--- config.mk ---
export PLATFORM = sky130hd
export DESIGN_NAME = fft_frame_sequencer
export DESIGN_NICKNAME = d
export VERILOG_FILES = /design/src/rtl/fft_frame_sequencer.sv
export SDC_FILE = /design/constraint.sdc
export NUM_CORES = 1
export LEC_CHECK = 0
export ABC_AREA = 1
export BUFFER_PORTS_ARGS = -buffer_cell sky130_fd_sc_hd__buf_2
export CAP_MARGIN = 20
export CORE_AREA = 2 2 94 96
export DETAILED_ROUTE_END_ITERATION = 8
export DIE_AREA = 0 0 96 98
export PLACE_DENSITY = 0.79
export SYNTH_ARGS = -nofsm -noshare
export SYNTH_HDL_FRONTEND = slang
export SYNTH_SLANG_ARGS = --single-unit
export TNS_END_PERCENT = 1
--- constraint.sdc ---
create_clock -name sysCLK -period 3 [get_ports sysCLK]
set_input_delay 0.3 -clock sysCLK [delete_from_list [all_inputs] [get_ports sysCLK]]
set_output_delay 0.3 -clock sysCLK [all_outputs]
set_load 0.01 [all_outputs]
--- src/rtl/fft_frame_sequencer.sv ---
// -----------------------------------------------------------------------------
// fft_frame_sequencer
//
// Runs one FFT frame at a time: captures N_FFT valid samples into the frame
// buffer, kicks the FFT core, waits for it to finish, then streams a two-byte
// header (sync byte + frame number) followed by N_FFT/2 result words (MSB byte
// first) into the TX FIFO feeding the FT245 writer. Single clock (sysCLK).
//
// Ports
//   sysCLK, rst          clock, asynchronous active-high reset
//   enable_sw            asynchronous run switch, 2-FF synchronized internally
//   data, data_valid     12-bit signed sample stream
//   buf_we/waddr/wdata   frame buffer write port (registered)
//   fft_start, fft_done  FFT core handshake (one-cycle pulses)
//   res_raddr, res_rdata result RAM read port, 1-cycle read latency
//   tx_data, tx_wr       byte push into TX FIFO, gated by tx_full
//   frame_cnt            completed-frame counter (wraps)
//   overrun, fft_err     sticky status flags, cleared only by rst
// -----------------------------------------------------------------------------
module fft_frame_sequencer #(
    parameter int          N_FFT       = 1024,
    parameter int          LOG2N       = 10,
    parameter int          RES_W       = 16,
    parameter int          FFT_TIMEOUT = 65535,
    parameter logic [7:0]  HDR_BYTE    = 8'hA5
) (
    input  logic               sysCLK,
    input  logic               rst,
    input  logic               enable_sw,
    input  logic [11:0]        data,
    input  logic               data_valid,
    output logic               buf_we,
    output logic [LOG2N-1:0]   buf_waddr,
    output logic [11:0]        buf_wdata,
    output logic               fft_start,
    input  logic               fft_done,
    output logic [LOG2N-2:0]   res_raddr,
    input  logic [RES_W-1:0]   res_rdata,
    output logic [7:0]         tx_data,
    output logic               tx_wr,
    input  logic               tx_full,
    output logic [7:0]         frame_cnt,
    output logic               overrun,
    output logic               fft_err
);

    localparam int CNT_W = LOG2N + 1;
    localparam int TO_W  = $clog2(FFT_TIMEOUT + 1);
    localparam logic [TO_W-1:0] TO_LAST = TO_W'(FFT_TIMEOUT - 1);

    // The dump is broken into sub-states so each byte has its own hold state
    // while tx_full is asserted.
    typedef enum logic [3:0] {
        S_IDLE,
        S_ACQ,
        S_FFT_START,
        S_FFT_WAIT,
        S_HDR0,     // push HDR_BYTE
        S_HDR1,     // push frame number
        S_RD,       // res_raddr presented, RAM access in progress
        S_LAT,      // res_rdata valid, capture word
        S_HI,       // push high byte
        S_LO        // push low byte, advance bin or finish frame
    } state_t;

    state_t r_state, w_next;

    logic                r_en_meta, r_en_s;
    logic [CNT_W-1:0]    r_cnt;         // samples captured; MSB set = frame full
    logic [TO_W-1:0]     r_to;
    logic [LOG2N-2:0]    r_raddr;       // doubles as the bin index
    logic [RES_W-1:0]    r_word;
    logic                r_buf_we;
    logic [LOG2N-1:0]    r_buf_waddr;
    logic [11:0]         r_buf_wdata;
    logic [7:0]          r_frame_cnt;
    logic                r_overrun, r_fft_err;

    logic w_capture, w_cnt_clr, w_to_clr, w_to_inc, w_err_set, w_ovr_set;
    logic w_raddr_clr, w_raddr_inc, w_latch, w_frame_done, w_busy;

    // -------------------------------------------------------------------------
    // State register
    // -------------------------------------------------------------------------
    always_ff @(posedge sysCLK or posedge rst) begin
        if (rst) r_state <= S_IDLE;
        else     r_state <= w_next;
    end

    // -------------------------------------------------------------------------
    // Next state and control
    // -------------------------------------------------------------------------
    always_comb begin
        w_next       = r_state;
        w_capture    = 1'b0;
        w_cnt_clr    = 1'b0;
        w_to_clr     = 1'b0;
        w_to_inc     = 1'b0;
        w_err_set    = 1'b0;
        w_raddr_clr  = 1'b0;
        w_raddr_inc  = 1'b0;
        w_latch      = 1'b0;
        w_frame_done = 1'b0;
        w_busy       = 1'b0;
        fft_start    = 1'b0;
        tx_wr        = 1'b0;
        tx_data      = 8'h00;

        unique case (r_state)
            S_IDLE: begin
                w_cnt_clr = 1'b1;
                if (r_en_s) w_next = S_ACQ;
            end

            S_ACQ: begin
                // Once full, hold here for the cycle in which the last
                // registered write lands, so the start pulse follows it.
                if (!r_en_s)              w_next = S_IDLE;
                else if (r_cnt[LOG2N])    w_next = S_FFT_START;
                else                      w_capture = data_valid;
            end

            S_FFT_START: begin
                w_busy    = 1'b1;
                fft_start = 1'b1;
                w_to_clr  = 1'b1;
                w_next    = S_FFT_WAIT;
            end

            S_FFT_WAIT: begin
                w_busy = 1'b1;
                // done is checked first so it wins over a same-cycle timeout
                if (fft_done) begin
                    w_raddr_clr = 1'b1;
                    w_next      = S_HDR0;
                end else if (r_to == TO_LAST) begin
                    w_err_set = 1'b1;
                    w_next    = S_IDLE;
                end else begin
                    w_to_inc = 1'b1;
                end
            end

            S_HDR0: begin
                w_busy  = 1'b1;
                tx_data = HDR_BYTE;
                tx_wr   = !tx_full;
                if (!tx_full) w_next = S_HDR1;
            end

            S_HDR1: begin
                w_busy  = 1'b1;
                tx_data = r_frame_cnt;
                tx_wr   = !tx_full;
                if (!tx_full) w_next = S_RD;
            end

            S_RD: begin
                w_busy = 1'b1;
                w_next = S_LAT;
            end

            S_LAT: begin
                w_busy  = 1'b1;
                w_latch = 1'b1;
                w_next  = S_HI;
            end

            S_HI: begin
                w_busy  = 1'b1;
                tx_data = r_word[RES_W-1 -: 8];
                tx_wr   = !tx_full;
                if (!tx_full) w_next = S_LO;
            end

            S_LO: begin
                w_busy  = 1'b1;
                tx_data = r_word[7:0];
                tx_wr   = !tx_full;
                if (!tx_full) begin
                    if (r_raddr == '1) begin
                        w_frame_done = 1'b1;
                        w_cnt_clr    = 1'b1;
                        w_next       = r_en_s ? S_ACQ : S_IDLE;
                    end else begin
                        w_raddr_inc = 1'b1;
                        w_next      = S_RD;
                    end
                end
            end

            default: w_next = S_IDLE;
        endcase

        w_ovr_set = w_busy && data_valid && r_en_s;
    end

    // -------------------------------------------------------------------------
    // Datapath
    // -------------------------------------------------------------------------
    always_ff @(posedge sysCLK or posedge rst) begin
        if (rst) begin
            r_en_meta   <= 1'b0;
            r_en_s      <= 1'b0;
            r_cnt       <= '0;
            r_to        <= '0;
            r_raddr     <= '0;
            r_word      <= '0;
            r_buf_we    <= 1'b0;
            r_buf_waddr <= '0;
            r_buf_wdata <= '0;
            r_frame_cnt <= '0;
            r_overrun   <= 1'b0;
            r_fft_err   <= 1'b0;
        end else begin
            r_en_meta <= enable_sw;
            r_en_s    <= r_en_meta;

            r_buf_we <= w_capture;
            if (w_capture) begin
                r_buf_waddr <= r_cnt[LOG2N-1:0];
                r_buf_wdata <= data;
            end

            if (w_cnt_clr)      r_cnt <= '0;
            else if (w_capture) r_cnt <= r_cnt + 1'b1;

            if (w_to_clr)      r_to <= '0;
            else if (w_to_inc) r_to <= r_to + 1'b1;

            if (w_raddr_clr)      r_raddr <= '0;
            else if (w_raddr_inc) r_raddr <= r_raddr + 1'b1;

            if (w_latch) r_word <= res_rdata;

            if (w_frame_done) r_frame_cnt <= r_frame_cnt + 8'd1;
            if (w_ovr_set)    r_overrun   <= 1'b1;
            if (w_err_set)    r_fft_err   <= 1'b1;
        end
    end

    assign buf_we    = r_buf_we;
    assign buf_waddr = r_buf_waddr;
    assign buf_wdata = r_buf_wdata;
    assign res_raddr = r_raddr;
    assign frame_cnt = r_frame_cnt;
    assign overrun   = r_overrun;
    assign fft_err   = r_fft_err;

endmodule

==> metrics.yaml, run 1 <==
sta:
  finalHoldViolCount: 0
  period_needed_ns: 2.08
  clock_skew_ns: 0.0117
  period_share_pct: 69.5
  finalSetupViolCount: 0
  setup_slack_ns: 0.915
  maxSlewHeadroom_pct: 46.0
  tns_ns: 0
  rsz0062_at_grt: "false"
  max_freq_mhz: 480
  tightest_slew_ns: 0.809
  maxSlewViolCount: 0
final_layout:
  drive_gt1_share_pct: 20.3
  finalNetCount: 701
  fin_area_um2: 5340
  antenna_cells: 0
  area_growth_pct: 15.4
worst_setup_path:
  crit_type: "register to output port"
  cpMaxStageDelayCell: "dfrtp_1"
  startpoint: "r_state[1]"
  r2r_cells: 10
  arrival_ns: 1.78
  crit_end: "tx_data[1]"
  cp-start-kind: "register"
  cp.required_ns: 2.70
  path_delay_family: "simple AND/OR/NAND/NOR gates"
  timing.rr.start: "res_raddr[0]"
  rrSetupSlack_ns: 0.99
  crit_path_cell_trace: "inv_1, nand2_2, nor2_2, nand2_1, o211ai_1, buf_2"
  critPathCaptureType: "output port"
  worstReg2RegEnd: "frame_cnt[4]"
  slowest_delay_ns: 0.46
  path_buf_inv: 2
  worst-path-stages: 6
  worstPathMaxFanout: 10
cts:
  clk_pin_slew_ns: 0.09
  post_cts_resized: 0
  post_cts_buffers: 0
  clock_latency_ns: 0.35
  cts.htree.levels: 3
  numClockSinks: 91
  postCtsHoldBufs: 0
  clockRootBuffer: "clkbuf_8"
  cts_buffers: 9
  cts_buffer_depth: 2
  cts_tree: "yes"
global_routing:
  antenna_found_initial: 0
  first_global_vias: 4062
  grt.overflow.total: 0
  grt.total_usage_pct: 23.3
  grt_pass1_wl_mm: 17.6
  grt_start_max_net_pins: 47
synthesis:
  syn_area_per_cell_um2: 8.07
  syn-instance-count: 574
  ys_seq_area_share_pct: 49.2
  synth_cell_types: 32
  syn_nets: 614
  async_flop_share_pct: 100
  yosys_warnings: 0
  synth_edf_count: 0
  synth_area_um2: 4630
  ys.flop_type: "dfrtp_1"
  ys_ff_latch: 91
placement:
  dp_slack_ns: 1.00
  io_buffers: 85
  gp_congestion: 0.868
  placed_area_um2: 5140
  dp_hpwl_mm: 7.38
die:
  coreArea_um2: 8470
  die_w_um: 96
  rows: 34
  die_h_um: 98
  io_pins: 86
  initial_utilization_pct: 54.7
  dieArea_um2: 9410
routing:
  wire_per_inst_um: 13.2
  drc: 0
  dr_total_vias: 4114
  firstDrtPassIters: 4
  detail_route.vias_per_cell: 5.32
  wl_mm: 10.2
  first_iter_violations: 209
  postRouteAntennaNets: 0
run:
  cap_violations: 0
hold_path:
  hold_path_class: "primary input to register"
status:
  status: "finished, final reports clean"
pwr:
  powerDensity_nw_per_um2: 674
  cellLeakagePower_uw: 0.00278
  vdd_drop_max_mv: 0.455
where the power goes:
part           switching [uW]  internal [uW]  total [uW]  leakage, uW
sequential                183           1490        1670      0.00118
clock                     451            395         846    0.0000975
combinational             675            407        1080      0.00151
total                    1310           2290        3600      0.00278
synthesized netlist by cell type, types with 4 or more instances:
cell / number / area share, %
mux2_2: 11 / 2.7
inv_1: 54 / 4.4
xor2_1: 10 / 1.9
a21oi_1: 17 / 1.8
nor2_2: 5 / 0.68
nor2_1: 52 / 4.2
o211ai_1: 5 / 0.81
o21ai_0: 22 / 2.4
nor3_1: 8 / 0.86
nand2_1: 197 / 16
buf_2: 6 / 0.65
dfrtp_1: 91 / 49
nand4_1: 17 / 2.3
o21bai_1: 7 / 1.1
inv_2: 4 / 0.32
nand3_1: 35 / 3.8
ha_1: 6 / 1.6
placed cells by master, fill, tap and decap left out, types with 3 or more instances in the layout:
cell	Yosys	routed
o21ai_0	22	22
inv_1	54	53
clkbuf_8	0	9
a21oi_1	17	17
buf_2	6	85
nor2_1	52	52
nor2_2	5	5
nand4_1	17	17
nand2_1	197	197
mux2_2	11	11
o21bai_1	7	7
inv_2	4	4
xnor2_1	3	3
nor3_1	8	8
o211ai_1	5	5
ha_1	6	6
xor2_1	10	10
nand3b_1	3	3
dfrtp_1	91	91
nand3_1	35	35
metrics by stage:
| stage | total power, uW | util [%] | std cells | hold slack (ns) |
|---|---|---|---|---|
| global route | 3850 | 63.1 | 774 | 0.0402 |
| CTS | 3630 | 63.1 | 774 | 0.0436 |
| global placement | 2730 | 60.8 | 758 | 0.332 |
| finish | 3600 | 63.1 | 774 | 0.0510 |
| floorplan | 2420 | - | 574 | 0.331 |
| detailed placement | 2770 | 60.8 | 758 | 0.341 |
cell families (layout without fill, tap and decap cells):
group                    count (synthesis)  in the layout  share of synthesized area (%)
multiplexers                            11             11                           2.68
AO/OA/AOI/OAI                           55             55                           6.78
adder cells (fa/ha/maj)                  6              6                           1.62
XOR/XNOR                                13             13                           2.46
flip-flops                              91             91                           49.2
AND/OR/NAND/NOR                        328            328                           30.8
buffers and inverters                   70            162                           6.49
state kept, by name, indices dropped and copies added, names as in the netlist, 4 cells and up:
| signal | cells |
|---|---|
| r_cnt | 11 |
| buf_wdata | 12 |
| frame_cnt | 8 |
| buf_waddr | 10 |
| res_raddr | 9 |
| r_state | 4 |
| r_word | 16 |
| r_to | 16 |
routing by layer:
layer  routed length, um  part of all wire, %  global-route usage, %
met2                5100                   50                   38.1
met3                 443                  4.3                   4.17
met4                 192                  1.9                   9.12
met1                4500                   44                   30.5
met5                   0                    0                      0
worst min-delay path by stage:
stage                          from         to  slack [ns]  cells past startpoint
after floorplan           r_en_meta     r_en_s        0.33                      0
after global placement    r_en_meta     r_en_s        0.33                      0
after detailed placement  r_en_meta     r_en_s        0.34                      0
after CTS                 enable_sw  r_en_meta        0.04                      1
after global routing      enable_sw  r_en_meta        0.04                      1
final                     enable_sw  r_en_meta        0.05                      1
cell type report:
cell class | count | area (um2)
well taps | 108 | 135
multi-input cells | 413 | 2050
flip-flops and latches | 91 | 2280
repair buffers | 88 | 460
clock inverters | 6 | 72.6
fillers | 753 | 3120
inverters | 58 | 219
clock buffers | 10 | 128
Note: power is estimated with default switching activity, not from simulation.
==> run 2, diff against run 1 <==
--- a/config.mk
+++ b/config.mk
@@ -8,10 +8,10 @@
 export ABC_AREA = 1
 export BUFFER_PORTS_ARGS = -buffer_cell sky130_fd_sc_hd__buf_2
 export CAP_MARGIN = 20
-export CORE_AREA = 2 2 94 96
+export CORE_AREA = 2 2 100 102
 export DETAILED_ROUTE_END_ITERATION = 8
-export DIE_AREA = 0 0 96 98
-export PLACE_DENSITY = 0.79
+export DIE_AREA = 0 0 102 104
+export PLACE_DENSITY = 0.74
 export SYNTH_ARGS = -nofsm -noshare
 export SYNTH_HDL_FRONTEND = slang
 export SYNTH_SLANG_ARGS = --single-unit
==> constraint.sdc (replaced) <==
create_clock -name sysCLK -period 1.9 [get_ports sysCLK]
set_input_delay 0.19 -clock sysCLK [delete_from_list [all_inputs] [get_ports sysCLK]]
set_output_delay 0.19 -clock sysCLK [all_outputs]
set_load 0.01 [all_outputs]
==> run 2 against run 1 <==
Net effect: first-iteration DRC count is 19% lower; non-clock buffer count increased by 14; clock skew rose by 0.0047 ns; die area grew 13%; register-to-register slack lost 0.95 ns; design area up 4.0%; sequential power grew 59%; global-route usage down 2.4 points; flip-flop and latch count unchanged; routed wire length up 4.7%; cell count rose by 5.0%; critical path type unchanged; largest power group unchanged.
==> metrics.yaml, run 2 (synthesis gave the netlist of run 1 again) <==
final_layout:
  final_cell_mix: "nand2_1, dfrtp_1, buf_2"
  finalNetCount: 715  # +2.0%
  drive_gt1_share_pct: 23.7  # +3.4 points
  mostFrequentLayoutCell: "nand2_1"
  area_growth_pct: 20.0
  fillers: 875  # +16%
  antenna_cells: 0  # unchanged
global_routing:
  grt.overflow.total: 0  # unchanged
  grt.total_usage_pct: 20.9  # -2.4 points
  grt_start_max_net_pins: 92  # +96%
  first_global_vias: 3930  # -3.2%
  antenna_found_initial: 0  # unchanged
  grt_pass1_wl_mm: 17.9  # +1.7%
worst_setup_path:
  worstPathMaxFanout: 10  # unchanged
  cp-start-kind: "register"
  crit_type: "register to output port"
  arrival_ns: 1.67  # -0.11 ns
  cp.required_ns: 1.71  # -0.99 ns
  critPathCaptureType: "output port"
die:
  die_h_um: 104  # +6.1%
  initial_utilization_pct: 48.5  # -6.2 points
  die_w_um: 102  # +6.3%
  io_pins: 86  # unchanged
  rows: 36  # +5.9%
  coreArea_um2: 9550  # +13%
  dieArea_um2: 10600  # +13%
sta:
  maxSlewViolCount: 0  # unchanged
  setup_slack_ns: 0.0390  # -0.876 ns
  clock_skew_ns: 0.0165  # +0.00475 ns
  period_needed_ns: 1.86
  finalSetupViolCount: 0  # unchanged
  finalHoldViolCount: 0  # unchanged
  maxSlewHeadroom_pct: 65.0  # +19 points
  period_share_pct: 97.9
  rsz0062_at_grt: "true"
  tightest_slew_ns: 0.523  # -0.286 ns
  max_freq_mhz: 537
routing:
  detail_route.vias_per_cell: 5.08  # -4.5%
  dr_total_vias: 4127  # +0.32%
  drc: 0  # unchanged
  firstDrtPassIters: 5  # +1
  wl_mm: 10.7  # +4.7%
  postRouteAntennaNets: 0  # unchanged
  wire_per_inst_um: 13.2  # -0.35%
  first_iter_violations: 170  # -19%
run:
  cap_violations: 0  # unchanged
cts:
  clk_pin_slew_ns: 0.08  # about the same
  cts.htree.levels: 3  # unchanged
  cts_tree: "yes"
  clockRootBuffer: "clkbuf_8"
  cts_buffer_depth: 2  # unchanged
  numClockSinks: 91  # unchanged
  cts_buffers: 9  # unchanged
  clock_latency_ns: 0.36  # about the same
placement:
  dp_hpwl_mm: 7.50  # +1.7%
  dp_slack_ns: -0.0635  # -1.07 ns
  gp_congestion: 0.896  # +3.2%
  io_buffers: 85  # unchanged
pwr:
  vdd_drop_max_mv: 0.633  # +39%
  powerDensity_nw_per_um2: 1040  # +54%
  cellLeakagePower_uw: 0.00284  # +2.1%
  p_total_uw: 5790  # +61%
status:
  status: "finished, final reports clean"
hold_path:
  hold_path_class: "primary input to register"
run 2: cell count changes in the layout (fill, tap and decap cells not counted), sizes merged:
cell         before  now
inv              59   57
clkinv            3    2
clkbuf           10   13
dlygate4sd3       0    2
buf              88  100
clkinvlp          1    2
bufinv            1    0
run 2: cell type report:
type / instances / area [um2] / area share [%]
tap: 133 / 166 / 2.99
clock inverter: 3 / 21.3 / 0.383
inverter: 58 / 224 / 4.03
sequential: 91 / 2280 / 41.0
clock buffer: 13 / 169 / 3.04
multi-input combinational: 413 / 2120 / 38.2
timing repair buffer: 102 / 574 / 10.3
run 2: path summary, 6_finish.rpt:
| path | start | to | slack (ns) | cells after the start |
|---|---|---|---|---|
| max | r_state[1] | tx_data[6] | 0.04 | 7 |
| min | data[6] | buf_wdata[6] | 0.03 | 3 |
| max reg2reg | res_raddr[1] | frame_cnt[4] | 0.04 | 10 |
| min reg2reg | r_en_meta | r_en_s | 0.35 | 0 |
| max in group asynchronous | rst | r_state[1] | 1.01 | 4 |
| min in group asynchronous | rst | buf_waddr[3] | 0.48 | 4 |
run 2: layer usage:
layer / up-vias / global-route usage, % / part of all wire (%)
met5: - / 0 / 0
met4: 0 / 9.14 / 2.8
met3: 25 / 4.10 / 4.1
met2: 83 / 34.4 / 51
met1: 1980 / 26.3 / 42
li1: 2039 / - / -
run 2: stage by stage:
| stage | setup TNS, ns | utilization, % | area [um2] | hold slack, ns | instances |
|---|---|---|---|---|---|
| finish | 0 | 58.2 | 5560 | 0.0264 | 813 |
| global route | -0.794 | 58.2 | 5560 | 0.0215 | 813 |
| CTS | -0.110 | 57.4 | 5480 | 0.00717 | 811 |
| detailed placement | -0.0919 | 55.0 | 5250 | 0.310 | 793 |
| global placement | 0 | 55.0 | 5250 | 0.300 | 793 |
| floorplan | 0 | - | 4630 | 0.221 | 574 |
run 2: critical path, stage by stage (launching register included):
cell and delay (ns):
dfrtp_2 0.48, inv_4 0.10, nand2_4 0.08, nor2_4 0.16, buf_6 0.17, nand2_1 0.08, o211ai_1 0.08, buf_2 0.16
run 2: where the power goes:
group,total [uW],internal [uW],switching (uW)
logic,1880,748,1140
clock network,1240,584,657
registers,2660,2360,301
total,5790,3690,2090
run 2: timing repair:
item,CTS,global route
hold buffers,2,0
endpoints found under the setup margin,18,37
pin swaps,0,2
gates resized for setup,10,13
buffers inserted,0,2
endpoints found under the hold margin,92,0
